**config.mk**
```make
export PLATFORM = sky130hd
export DESIGN_NAME = bomb_scheduler
export DESIGN_NICKNAME = d
export VERILOG_FILES = /design/src/rtl/bomb_scheduler.sv
export SDC_FILE = /design/constraint.sdc
export NUM_CORES = 1
export LEC_CHECK = 0
export CAP_MARGIN = 5
export CORE_MARGIN = 10
export CORE_UTILIZATION = 40
export CTS_CLUSTER_DIAMETER = 80
export DETAILED_ROUTE_END_ITERATION = 8
export PLACE_DENSITY_LB_ADDON = 0.3
export SLEW_MARGIN = 20
export SYNTH_ARGS = -nofsm -noshare
export SYNTH_HDL_FRONTEND = slang
export SYNTH_SLANG_ARGS = --single-unit
```
**constraint.sdc**
```tcl
create_clock -name s_clk -period 4.2 [get_ports s_clk]
set_clock_uncertainty 0.05 [all_clocks]
set_input_delay 0.84 -clock s_clk [delete_from_list [all_inputs] [get_ports s_clk]]
set_output_delay 0.84 -clock s_clk [all_outputs]
set_load 0.02 [all_outputs]
```
**src/rtl/bomb_scheduler.sv**
```systemverilog
// Enemy bomb launch scheduler: every fire interval it picks a free bomb slot and a living
// alien column (round-robin from an LFSR start point), then holds that slot's enable until the slot acknowledges.
module bomb_scheduler #(
  parameter int          NUM_COLS      = 11,
  parameter int          NUM_SLOTS     = 3,
  parameter int          FIRE_INTERVAL = 48,
  parameter int          ACK_TIMEOUT   = 4,
  parameter logic [15:0] LFSR_SEED     = 16'hACE1
) (
  input  logic                 s_clk,
  input  logic                 rst_n,
  input  logic                 clk_0,
  input  logic                 pause,
  input  logic                 game_active,
  input  logic [NUM_COLS-1:0]  col_alive,
  input  logic [NUM_SLOTS-1:0] slot_busy,
  output logic [NUM_SLOTS-1:0] fire_en,
  output logic [3:0]           fire_col,
  output logic [7:0]           fire_count
);

  typedef enum logic [1:0] {IDLE, PICK, GRANT} state_e;

  localparam logic [7:0] INTERVAL_RELOAD = 8'(FIRE_INTERVAL);
  localparam logic [7:0] TIMEOUT_LIMIT   = 8'(ACK_TIMEOUT);
  localparam logic [4:0] NCOLS           = 5'(NUM_COLS);
  localparam logic [3:0] NCOLS_LO        = 4'(NUM_COLS);
  localparam logic [3:0] LAST_COL        = 4'(NUM_COLS - 1);
  localparam logic [4:0] LAST_CHECK      = 5'(NUM_COLS - 1);

  state_e               state_q;
  logic [7:0]           int_cnt_q;
  logic [7:0]           to_cnt_q;
  logic [15:0]          lfsr_q;
  logic [NUM_SLOTS-1:0] slot_oh_q;
  logic [3:0]           idx_q;
  logic [4:0]           checks_q;
  logic [NUM_SLOTS-1:0] fire_en_q;
  logic [3:0]           fire_col_q;
  logic [7:0]           fire_count_q;

  logic [15:0]          lfsr_d;
  logic [3:0]           start_d;
  logic [NUM_SLOTS-1:0] free_d;
  logic [NUM_SLOTS-1:0] free_oh_d;
  logic                 alive_d;
  logic                 ack_d;
  logic [7:0]           to_cnt_d;

  // NOTE: every always_comb output gets an unconditional assignment so no latch is inferred.
  always_comb begin
    lfsr_d    = {1'b0, lfsr_q[15:1]} ^ (lfsr_q[0] ? 16'hB400 : 16'h0000);
    start_d   = ({1'b0, lfsr_q[3:0]} >= NCOLS) ? (lfsr_q[3:0] - NCOLS_LO) : lfsr_q[3:0];
    free_d    = ~slot_busy;
    free_oh_d = free_d & (~free_d + NUM_SLOTS'(1));  // isolates the lowest free slot
    alive_d   = |(col_alive & (NUM_COLS'(1) << idx_q));
    ack_d     = |(slot_busy & slot_oh_q);
    to_cnt_d  = to_cnt_q + 8'd1;
  end

  // NOTE: sequential state uses non-blocking assignments only, so all registers update together.
  always_ff @(posedge s_clk or negedge rst_n) begin
    if (!rst_n) begin
      state_q      <= IDLE;
      int_cnt_q    <= INTERVAL_RELOAD;
      to_cnt_q     <= 8'd0;
      lfsr_q       <= LFSR_SEED;
      slot_oh_q    <= '0;
      idx_q        <= 4'd0;
      checks_q     <= 5'd0;
      fire_en_q    <= '0;
      fire_col_q   <= 4'd0;
      fire_count_q <= 8'd0;
    end else begin
      lfsr_q <= lfsr_d;
      if (!game_active) begin
        state_q   <= IDLE;
        fire_en_q <= '0;
        int_cnt_q <= INTERVAL_RELOAD;
        to_cnt_q  <= 8'd0;
      end else begin
        case (state_q)
          IDLE: begin
            if (clk_0 && !pause && int_cnt_q != 8'd0) int_cnt_q <= int_cnt_q - 8'd1;
            if (int_cnt_q == 8'd0 && !pause && |free_d) begin
              slot_oh_q <= free_oh_d;
              idx_q     <= start_d;
              checks_q  <= 5'd0;
              state_q   <= PICK;
            end
          end
          PICK: begin
            if (!pause) begin
              if (alive_d) begin
                fire_col_q <= idx_q;
                fire_en_q  <= slot_oh_q;
                to_cnt_q   <= 8'd0;
                state_q    <= GRANT;
              end else if (checks_q == LAST_CHECK) begin
                int_cnt_q <= INTERVAL_RELOAD;
                state_q   <= IDLE;
              end else begin
                idx_q    <= (idx_q == LAST_COL) ? 4'd0 : idx_q + 4'd1;
                checks_q <= checks_q + 5'd1;
              end
            end
          end
          GRANT: begin
            // Acknowledge is tested first so it wins over a simultaneous timeout.
            if (ack_d) begin
              fire_en_q    <= '0;
              fire_count_q <= fire_count_q + 8'd1;
              int_cnt_q    <= INTERVAL_RELOAD;
              to_cnt_q     <= 8'd0;
              state_q      <= IDLE;
            end else if (clk_0 && !pause) begin
              if (to_cnt_d >= TIMEOUT_LIMIT) begin
                fire_en_q <= '0;
                int_cnt_q <= INTERVAL_RELOAD;
                to_cnt_q  <= 8'd0;
                state_q   <= IDLE;
              end else begin
                to_cnt_q <= to_cnt_d;
              end
            end
          end
          default: state_q <= IDLE;
        endcase
      end
    end
  end

  assign fire_en    = fire_en_q;
  assign fire_col   = fire_col_q;
  assign fire_count = fire_count_q;

endmodule

```
==> run metrics, run 1 <==
FP Rows 32; area grow syn2layout 19.5%; critical path's most frequent cell and2_1; DR WL/cell 14.5 µm; Antenna Nets Post-Route 0; initial antenna violation count 0; min-delay src lfsr_q[7]$_DFF_PN1_; worst vdd ir 253 µV; Setup violations, final 0; CP Capture Type register; core area 7690 µm²; Post-Route Utilization 48.7%; PnR worst setup slack 1.26 ns; Synth Warn # 0; Post-CTS Setup Inserts 0; startpoint types input pin; slew of the pin with the lowest slew margin 0.802 ns; Die Wd 109 µm; Total GRT Usage 11.8%; CTS clk-pin slew, worst paths 0.07 ns; latest clock arrival within the worst-skew pair 0.34 ns; Post-synth EDFFs 0; initial drt markers 129; Top Ports 34; crit path time final 2.94 ns; routability congestion estimate 0.794; CTS tree yes; Crit Path Category input pin to register; Routed Wire Length 6380 µm; Syn Area/Cell 10.7 µm²; Antenna Cells 0; placed cell count 423; initial core utilization 40.8%; Post-synth ARST share 100%; Worst Path Arrival 3.17 ns; Worst path max stage delay 0.59 ns; first-pass GRT wire length 11200 µm; Placement Setup Slack 0.926 ns; dominant synthesized flop cell dfrtp_1; CP required 4.43 ns; sum of negative setup slack 0 ns; RSZ-0062 raised after global routing no; Filler Cell Count 735; cts repair resizes 0; post-cts hold buffer count 0; Slowest cell on crit path clkdlybuf4s50_1; CTS Buffer Depth 2; H-tree Lvls 3; Crit Path Max Fanout 12; Power Density 345 nW/µm²; via count 2304; drt first pass iters 5; Port Buffers 33; Mapped Cells 294; min-delay worst type register to register; Die Height 109 µm; cell leakage power 1.66 nW; Slew Limit Fails 0; Critical path origin game_active; post-route cell area 3740 µm²; Avg Vias per Cell 5.25; layout cells sized above 1 13.1%; final worst-path cycle share 70.0%; Post-DP Area 3550 µm²; synthesized area 3130 µm²; Max Cap Viol 0; synthesized flop and latch total 61; DRC violations left 0; Hold Fails Final Rpt 0; maximum clock rate 340 MHz; crit-path leading delay family simple AND/OR/NAND/NOR gates; largest net degree at the start of global routing 37; Num Clock Sinks 61; CP Buf/Inv Count 1; status completed; reg2reg start state_q[1]$_DFFE_PN0P_; area of the multi-input gates 1490 µm²; Root Buffer clkbuf_8; Slew headroom 46.5%; sequential element share of the synthesized area 49.1%; Non-Filler Instances 439; total global routing overflow 0; Final HPWL DP 4580 µm; sequential standard cell area 1540 µm²; number of global-route vias before repair 2330; synth unique cells 58; worst path cell trace clkdlybuf4s50_1, and2_1, nor2b_1, a211o_1, nor4bb_4, and2_1, a22o_1; Synth Net Count 325; DIE AREA 11800 µm²; final layout net count 363; cts bufs inserted 9
## cell type report
type	instances	area share, %
clock buffers	10	3.41
repair buffers	35	9.09
multi-input cells	211	39.9
flip-flops and latches	61	41.1
clock inverters	6	1.70
well taps	102	3.41
inverters	14	1.40
## worst register-to-register path: cells and delay by family, from the launching register on
kind | cells | cell delay, ns
simple gates | 3 | 0.97
buf+inv | 1 | 0.11
compound gates | 3 | 0.60
fa+ha+maj | 1 | 0.58
flops | 1 | 0.40
## cells in the mapped netlist, types with 2 or more instances
master / number / area (µm²)
dfrtp_1: 51 / 1280
nand2_1: 28 / 105
o21ai_0: 17 / 85.1
nand3_1: 15 / 75.1
inv_1: 14 / 52.6
ha_1: 12 / 150
nor2_1: 12 / 45.0
mux2i_1: 11 / 110
nor2b_1: 11 / 68.8
dfstp_2: 10 / 263
nand2b_1: 10 / 62.6
a21oi_1: 8 / 40.0
a31oi_1: 7 / 43.8
xnor2_1: 6 / 52.6
mux2_2: 5 / 56.3
nor3_1: 5 / 25.0
xor2_1: 5 / 43.8
and2_1: 4 / 25.0
clkbuf_1: 4 / 15.0
nand4_1: 4 / 25.0
o21ai_1: 4 / 20.0
o31ai_1: 4 / 30.0
and3_1: 3 / 18.8
a211o_1: 2 / 17.5
a21boi_0: 2 / 15.0
a22o_1: 2 / 17.5
buf_2: 2 / 10.0
buf_6: 2 / 22.5
nor4_1: 2 / 12.5
o22ai_1: 2 / 12.5
o2bb2ai_1: 2 / 17.5
o311ai_1: 2 / 17.5
## metal layers
metal  routed length (µm)  global-route usage, %
met3                  365                   4.94
met1                 3010                   15.0
met2                 2910                   17.9
met4                   93                   3.48
met5                    0                      0
## placed cells by master (no fill, tap or decap), types with 3 or more instances in the layout
master and n:
inv_1 14, ha_1 12, dfstp_2 10, mux2_2 5, nand4_1 4, clkdlybuf4s50_1 32
nand3_1 15, nand2_1 28, and3_1 3, nor2b_1 11, nor3_1 5, o21ai_0 17
and2_1 4, nor2_1 12, dfrtp_1 51, mux2i_1 11, o21ai_1 4, nand2b_1 10
xnor2_1 6, o31ai_1 4, a31oi_1 7, xor2_1 5, clkbuf_8 9, a21oi_1 8
## flip-flops by register name (all words and copies together), names as in the netlist
signal and flops:
to_cnt_q 8, fire_col 4, idx_q 4, slot_oh_q 3, state_q 2, int_cnt_q 8, fire_en 3, checks_q 5
fire_count 8, lfsr_q 16
## power by group
group          total [W]  switching (W)  leakage (nW)  internal [W]
logic           0.000141      0.0000778         0.758     0.0000628
clock network   0.000513       0.000240        0.0923      0.000273
registers       0.000638      0.0000257         0.807      0.000612
total            0.00129       0.000344          1.66      0.000948
## worst paths after layout
path,endpoint,slack [ns],cells after the start
setup / recovery,int_cnt_q[7]$_DFFE_PN0P_,1.26,7
hold / removal,lfsr_q[6]$_DFF_PN1_,0.31,0
setup reg to reg,int_cnt_q[7]$_DFFE_PN0P_,1.44,8
hold reg to reg,lfsr_q[6]$_DFF_PN1_,0.31,0
max in group asynchronous,lfsr_q[13]$_DFF_PN1_,2.69,2
min in group asynchronous,checks_q[2]$_DFFE_PN0P_,0.54,1
## stage by stage
| step | total power (W) | hold WS [ns] |
|---|---|---|
| 2_1_floorplan | 0.000734 | 0.281 |
| 3_3_place_gp | 0.000788 | 0.287 |
| 3_5_place_dp | 0.000791 | 0.288 |
| 4_1_cts | 0.00131 | 0.310 |
| 5_1_grt | 0.00136 | 0.311 |
| 6_report | 0.00129 | 0.307 |
## cells by family (layout without fill, tap and decap cells)
group           after synthesis  count (layout)  synth area share [%]
flops                        61              61                  49.1
simple gates                107             107                  19.3
buf+inv                      22              65                  3.19
mux                          18              18                  6.39
fa+ha+maj                    12              12                  4.79
compound gates               63              63                  14.1
xor+xnor                     11              11                  3.08
No activity file was read; power rests on OpenSTA's default activity.
==> inputs of run 2 (changes only) <==
==> constraint.sdc (replaced) <==
create_clock -name s_clk -period 2.6 [get_ports s_clk]
set_clock_uncertainty 0.05 [all_clocks]
set_input_delay 0.52 -clock s_clk [delete_from_list [all_inputs] [get_ports s_clk]]
set_output_delay 0.52 -clock s_clk [all_outputs]
set_load 0.02 [all_outputs]
==> run 2 against run 1 <==
  * Final cell count up 3.6%
  * Die area unchanged
  * Critical endpoint unchanged
  * Via count up 1.6%
  * Critical path type is now register to register
==> run metrics, run 2 (synthesis results as in run 1) <==
min-delay worst type input pin to async pin; CTS tree yes; RR Endpoint int_cnt_q[7]$_DFFE_PN0P_; Total GRT Usage 11.8% (+0.044 points); most frequent cells in the layout dfrtp_1 (51), clkdlybuf4s50_1 (32), nand2_1 (28); CP required 2.84 ns (-1.59 ns); startpoint types register; Root Buffer clkbuf_8; Crit Path Max Fanout 11 (-1); hold_ws 0.124 ns (-0.183 ns); CP Buf/Inv Count 2 (+1); Crit Path Category register to register; Slew Limit Fails 0 (unchanged); first-pass GRT wire length 11300 µm (+0.61%); DR WL/cell 13.9 µm (-4.0%); CTS Buffer Depth 2 (unchanged); drt first pass iters 4 (-1); status completed; placed cell count 439 (+3.8%); Flop pwr share 48.3% (-1.1 points); final layout net count 379 (+4.4%); CTS clk-pin slew, worst paths 0.07 ns (about the same); FP Rows 32 (unchanged); core area 7690 µm² (unchanged); Die Height 109 µm (unchanged); Post-DP Area 3690 µm² (+3.7%); Post-CTS Setup Inserts 0 (unchanged); total global routing overflow 0 (unchanged); sw power 0.000533 W (+55%); slew of the pin with the lowest slew margin 0.449 ns (-0.353 ns); Avg Vias per Cell 5.14 (-2.0%); Internal Power 0.00161 W (+69%); Hold Fails Final Rpt 0 (unchanged); crit-path leading delay family simple AND/OR/NAND/NOR gates; cts bufs inserted 9 (unchanged); FF-to-FF setup slack 0.23 ns (-1.21 ns); worst path cell trace inv_1, ha_1, nor4bb_2, nor2b_1, a211o_1, nor4bb_4, buf_4, and2_1, a22o_1; Slowest cell on crit path dfrtp_1; Die Wd 109 µm (unchanged); DRC violations left 0 (unchanged); Num Clock Sinks 61 (unchanged); largest net degree at the start of global routing 62 (+68%); Top reg by flops lfsr_q; Routed Wire Length 6350 µm (-0.50%); Final HPWL DP 4590 µm (about the same); latest clock arrival within the worst-skew pair 0.34 ns (about the same); Clk pwr share 39.9% (+0.2 points); maximum clock rate 422 MHz; length in cells of the worst reg-to-reg path 9 (+1); reg2reg start checks_q[0]$_DFFE_PN0P_; combinational share of power 11.8% (+0.9 points); Worst Path Arrival 2.60 ns (-0.57 ns); Power Density 549 nW/µm² (+59%); initial drt markers 107 (-17%); routability congestion estimate 0.885 (+12%); cell leakage power 1.75 nW (+5.7%); worst vdd ir 299 µV (+18%); most common cell after layout, fill and taps aside dfrtp_1; Slew headroom 70.0% (+23 points); CP Capture Type register; Non-Filler Instances 455 (+3.6%); Port Buffers 33 (unchanged); crit path time final 2.37 ns; initial antenna violation count 0 (unchanged); max reg flops 16 (unchanged); via count 2340 (+1.6%); initial core utilization 40.8% (unchanged); sw frac 24.9% (-1.7 points); final worst-path cycle share 91.1%; post-route cell area 3900 µm² (+4.1%); Max Cap Viol 0 (unchanged); H-tree Lvls 3 (unchanged); number of global-route vias before repair 2389 (+2.5%); Worst path max stage delay 0.41 ns (-0.18 ns); layout cells sized above 1 17.6% (+4.5 points); area grow syn2layout 24.4%; Setup violations, final 0 (unchanged); DIE AREA 11800 µm² (unchanged); Antenna Nets Post-Route 0 (unchanged); Antenna Cells 0 (unchanged); Top Ports 34 (unchanged)
run 2: layout make-up:
type | instances | area, µm²
tap | 102 | 128
multi-input combinational | 211 | 1500
inverter | 14 | 52.6
clock inverter | 4 | 47.5
clock buffer | 12 | 155
timing repair buffer | 51 | 473
sequential | 61 | 1540
fill | 717 | 3790
run 2: power groups by stage:
stage	registers (W)	logic [W]	clock network, W
2_1_floorplan	0.00104	0.000147	0
3_3_place_gp	0.00105	0.000251	0
3_5_place_dp	0.00105	0.000255	0
4_1_cts	0.00103	0.000255	0.000878
5_1_grt	0.00104	0.000280	0.000927
6_report	0.00103	0.000253	0.000854
run 2: routing by layer:
| metal | part of all wire, % | global-route usage [%] |
|---|---|---|
| met1 | 48 | 15.2 |
| met4 | 1.2 | 3.95 |
| met3 | 5.4 | 4.82 |
| met2 | 46 | 17.7 |
| met5 | 0 | 0 |
run 2: stage by stage:
| step | power, W | TNS (ns) | setup WS [ns] | utilization [%] |
|---|---|---|---|---|
| after floorplan | 0.00119 | 0 | 0.326 | - |
| after global placement | 0.00130 | -0.0242 | -0.0125 | 47.9 |
| after detailed placement | 0.00130 | -0.123 | -0.0552 | 47.9 |
| after CTS | 0.00216 | 0 | 0.121 | 50.6 |
| after global routing | 0.00225 | -0.0149 | -0.0149 | 50.7 |
| final | 0.00214 | 0 | 0.231 | 50.7 |
run 2: repair_timing:
item                       in CTS  in global routing
setup endpoints to repair       0                  9
hold endpoints to repair        0                  0
resized for setup               0                  2
hold buffers                    0                  0
run 2: how the worst max path moves through the flow:
stage,start,to,slack (ns),depth (start not counted)
CTS,checks_q[0]$_DFFE_PN0P_,int_cnt_q[7]$_DFFE_PN0P_,0.12,9
detailed placement,slot_busy[0],int_cnt_q[7]$_DFFE_PN0P_,-0.06,9
global route,checks_q[0]$_DFFE_PN0P_,int_cnt_q[6]$_DFFE_PN0P_,-0.01,9
floorplan,state_q[1]$_DFFE_PN0P_,int_cnt_q[7]$_DFFE_PN0P_,0.33,10
finish,checks_q[0]$_DFFE_PN0P_,int_cnt_q[7]$_DFFE_PN0P_,0.23,9
global placement,slot_busy[0],int_cnt_q[3]$_DFFE_PN0P_,-0.01,9
run 2: worst reg2reg max path, cell delays in order (launching register included):
cell and delay [ns]:
dfrtp_1 0.41, inv_1 0.09, ha_1 0.15, nor4bb_2 0.37
nor2b_1 0.13, a211o_1 0.28, nor4bb_4 0.27, buf_4 0.21
and2_1 0.21, a22o_1 0.15
==> inputs of run 3 (changes only) <==
--- a/config.mk
+++ b/config.mk
@@ -5,11 +5,12 @@
 export SDC_FILE = /design/constraint.sdc
 export NUM_CORES = 1
 export LEC_CHECK = 0
-export CAP_MARGIN = 5
 export CORE_MARGIN = 10
 export CORE_UTILIZATION = 40
+export CTS_BUF_LIST = sky130_fd_sc_hd__clkbuf_8
 export CTS_CLUSTER_DIAMETER = 80
 export DETAILED_ROUTE_END_ITERATION = 8
+export DONT_BUFFER_PORTS = 1
 export PLACE_DENSITY_LB_ADDON = 0.3
 export SLEW_MARGIN = 20
 export SYNTH_ARGS = -nofsm -noshare
==> run 3 against run 2 <==
  * Largest power group unchanged
  * Global-route usage decreased by 0.55 points
  * Final area is 12% lower
  * Clock power down 19%
  * Critical path depth did not move
  * Total power decreased by 9.9%
==> run metrics, run 3 (synthesis results as in run 1) <==
status completed; Final HPWL DP 4460 µm (-2.7%); area of the multi-input gates 1500 µm² (-0.17%); CTS tree yes; crit-path leading delay family simple AND/OR/NAND/NOR gates; number of global-route vias before repair 2102 (-12%); Hold Fails Final Rpt 0 (unchanged); Post-CTS Setup Inserts 0 (unchanged); H-tree Lvls 3 (unchanged); latest clock arrival within the worst-skew pair 0.34 ns (about the same); Die Height 109 µm (unchanged); final layout net count 334 (-12%); Max Cap Viol 0 (unchanged); layout cells sized above 1 15.0% (-2.6 points); max reg flops 16 (unchanged); most frequent cells in the layout dfrtp_1 (51), nand2_1 (28), o21ai_0 (17); Total GRT Usage 11.3% (-0.55 points); FP Rows 32 (unchanged); sum of negative setup slack 0 ns (unchanged); slew of the pin with the lowest slew margin 0.505 ns (+0.0562 ns); area grow syn2layout 9.94%; total global routing overflow 0 (unchanged); Critical path origin state_q[0]$_DFFE_PN0P_; CP required 2.82 ns (-0.02 ns); Antenna Cells 0 (unchanged); maximum clock rate 427 MHz (+1.1%); initial antenna violation count 0 (unchanged); crit path time final 2.34 ns (-0.0254 ns); RSZ-0062 raised after global routing no; min-delay src slot_busy[2]; initial core utilization 40.8% (unchanged); CTS Buffer Depth 2 (unchanged); worst vdd ir 315 µV (+5.3%); cts bufs inserted 9 (unchanged); Power Density 559 nW/µm² (+1.9%); most common cell after layout, fill and taps aside dfrtp_1; DRC violations left 0 (unchanged); CP Capture Type register; Die Wd 109 µm (unchanged); routability congestion estimate 0.777 (-12%); via count 2191 (-6.4%); largest net degree at the start of global routing 62 (unchanged); Crit Path Category register to register; first-pass GRT wire length 10400 µm (-7.9%); total chip power 0.00193 W (-9.9%); min-delay worst type input pin to register; worst path cell trace inv_1, ha_1, nor2b_1, o2bb2ai_1, a211o_1, nor4bb_4, buf_4, and2_1, a22o_1; Avg Vias per Cell 5.36 (+4.2%); sequential standard cell area 1540 µm² (unchanged); Setup violations, final 0 (unchanged); Slew headroom 66.2% (-3.8 points); cell leakage power 1.55 nW (-11%); startpoint types register; Worst Path Arrival 2.57 ns (-0.03 ns); Routed Wire Length 6190 µm (-2.5%); final worst-path cycle share 90.1% (-0.98 points); Filler Cell Count 737 (+2.8%); Slew Limit Fails 0 (unchanged); Crit Path Max Fanout 11 (unchanged); Slowest cell on crit path dfrtp_1; Antenna Nets Post-Route 0 (unchanged); Root Buffer clkbuf_8; drt first pass iters 4 (unchanged); DR WL/cell 15.1 µm (+8.4%); CTS clk-pin slew, worst paths 0.07 ns (about the same); Num Clock Sinks 61 (unchanged); CP Buf/Inv Count 2 (unchanged); core area 7690 µm² (unchanged); reg2reg start state_q[0]$_DFFE_PN0P_; Top Ports 34 (unchanged); Port Buffers 0 (-100%); Top reg by flops lfsr_q; DIE AREA 11800 µm² (unchanged); initial drt markers 62 (-42%); Worst path max stage delay 0.40 ns (about the same)
## run 3: where the power goes
group / switching [W] / internal [W]
clock network: 0.000362 / 0.000331
logic: 0.000116 / 0.0000829
registers: 0.0000451 / 0.000990
## run 3: metal layers
layer | global-route usage [%] | up-vias | wire length (µm)
li1 | - | 1074 | -
met1 | 14.7 | 1064 | 2940
met2 | 15.9 | 44 | 2840
met3 | 4.40 | 9 | 315
met4 | 5.37 | 0 | 90
met5 | 0 | - | 0
## run 3: worst register-to-register path, delay by kind of cell (launching register included)
kind | cells | cell delay [ns]
adders and majority gates | 1 | 0.28
DFF | 1 | 0.40
AOI/OAI and AO/OA | 3 | 0.62
and+or+nand+nor | 3 | 0.62
buffers and inverters | 2 | 0.32
## run 3: cell type report
type | count | area share, %
sequential | 61 | 44.7
multi-input combinational | 211 | 43.6
tap | 102 | 3.71
clock buffer | 9 | 3.60
timing repair buffer | 6 | 1.96
inverter | 14 | 1.53
clock inverter | 6 | 0.981
## run 3: worst paths after layout
kind / slack (ns) / end / cells past startpoint
hold reg to reg: 0.31 / lfsr_q[5]$_DFF_PN1_ / 0
max in group asynchronous: 1.51 / lfsr_q[5]$_DFF_PN1_ / 2
min in group asynchronous: 0.66 / state_q[1]$_DFFE_PN0P_ / 2
setup reg to reg: 0.26 / int_cnt_q[3]$_DFFE_PN0P_ / 9
hold / removal: 0.22 / slot_oh_q[2]$_DFFE_PN0P_ / 1
setup / recovery: 0.26 / int_cnt_q[3]$_DFFE_PN0P_ / 9
## run 3: through the flow
step	util (%)	cell area [µm²]	setup slack (ns)	std cells	hold slack [ns]
2_1_floorplan	-	3130	0.326	294	0.174
3_3_place_gp	42.2	3240	0.291	392	0.179
3_5_place_dp	42.2	3240	0.224	392	0.179
4_1_cts	44.7	3440	0.206	409	0.199
5_1_grt	44.8	3440	0.0314	409	0.191
6_report	44.8	3440	0.257	409	0.216
## run 3: what timing repair did
item                                   CTS  global route
hold buffers                             2             0
endpoints found under the hold margin   61             0
setup endpoints to repair                0             3
resized for setup                        0             1
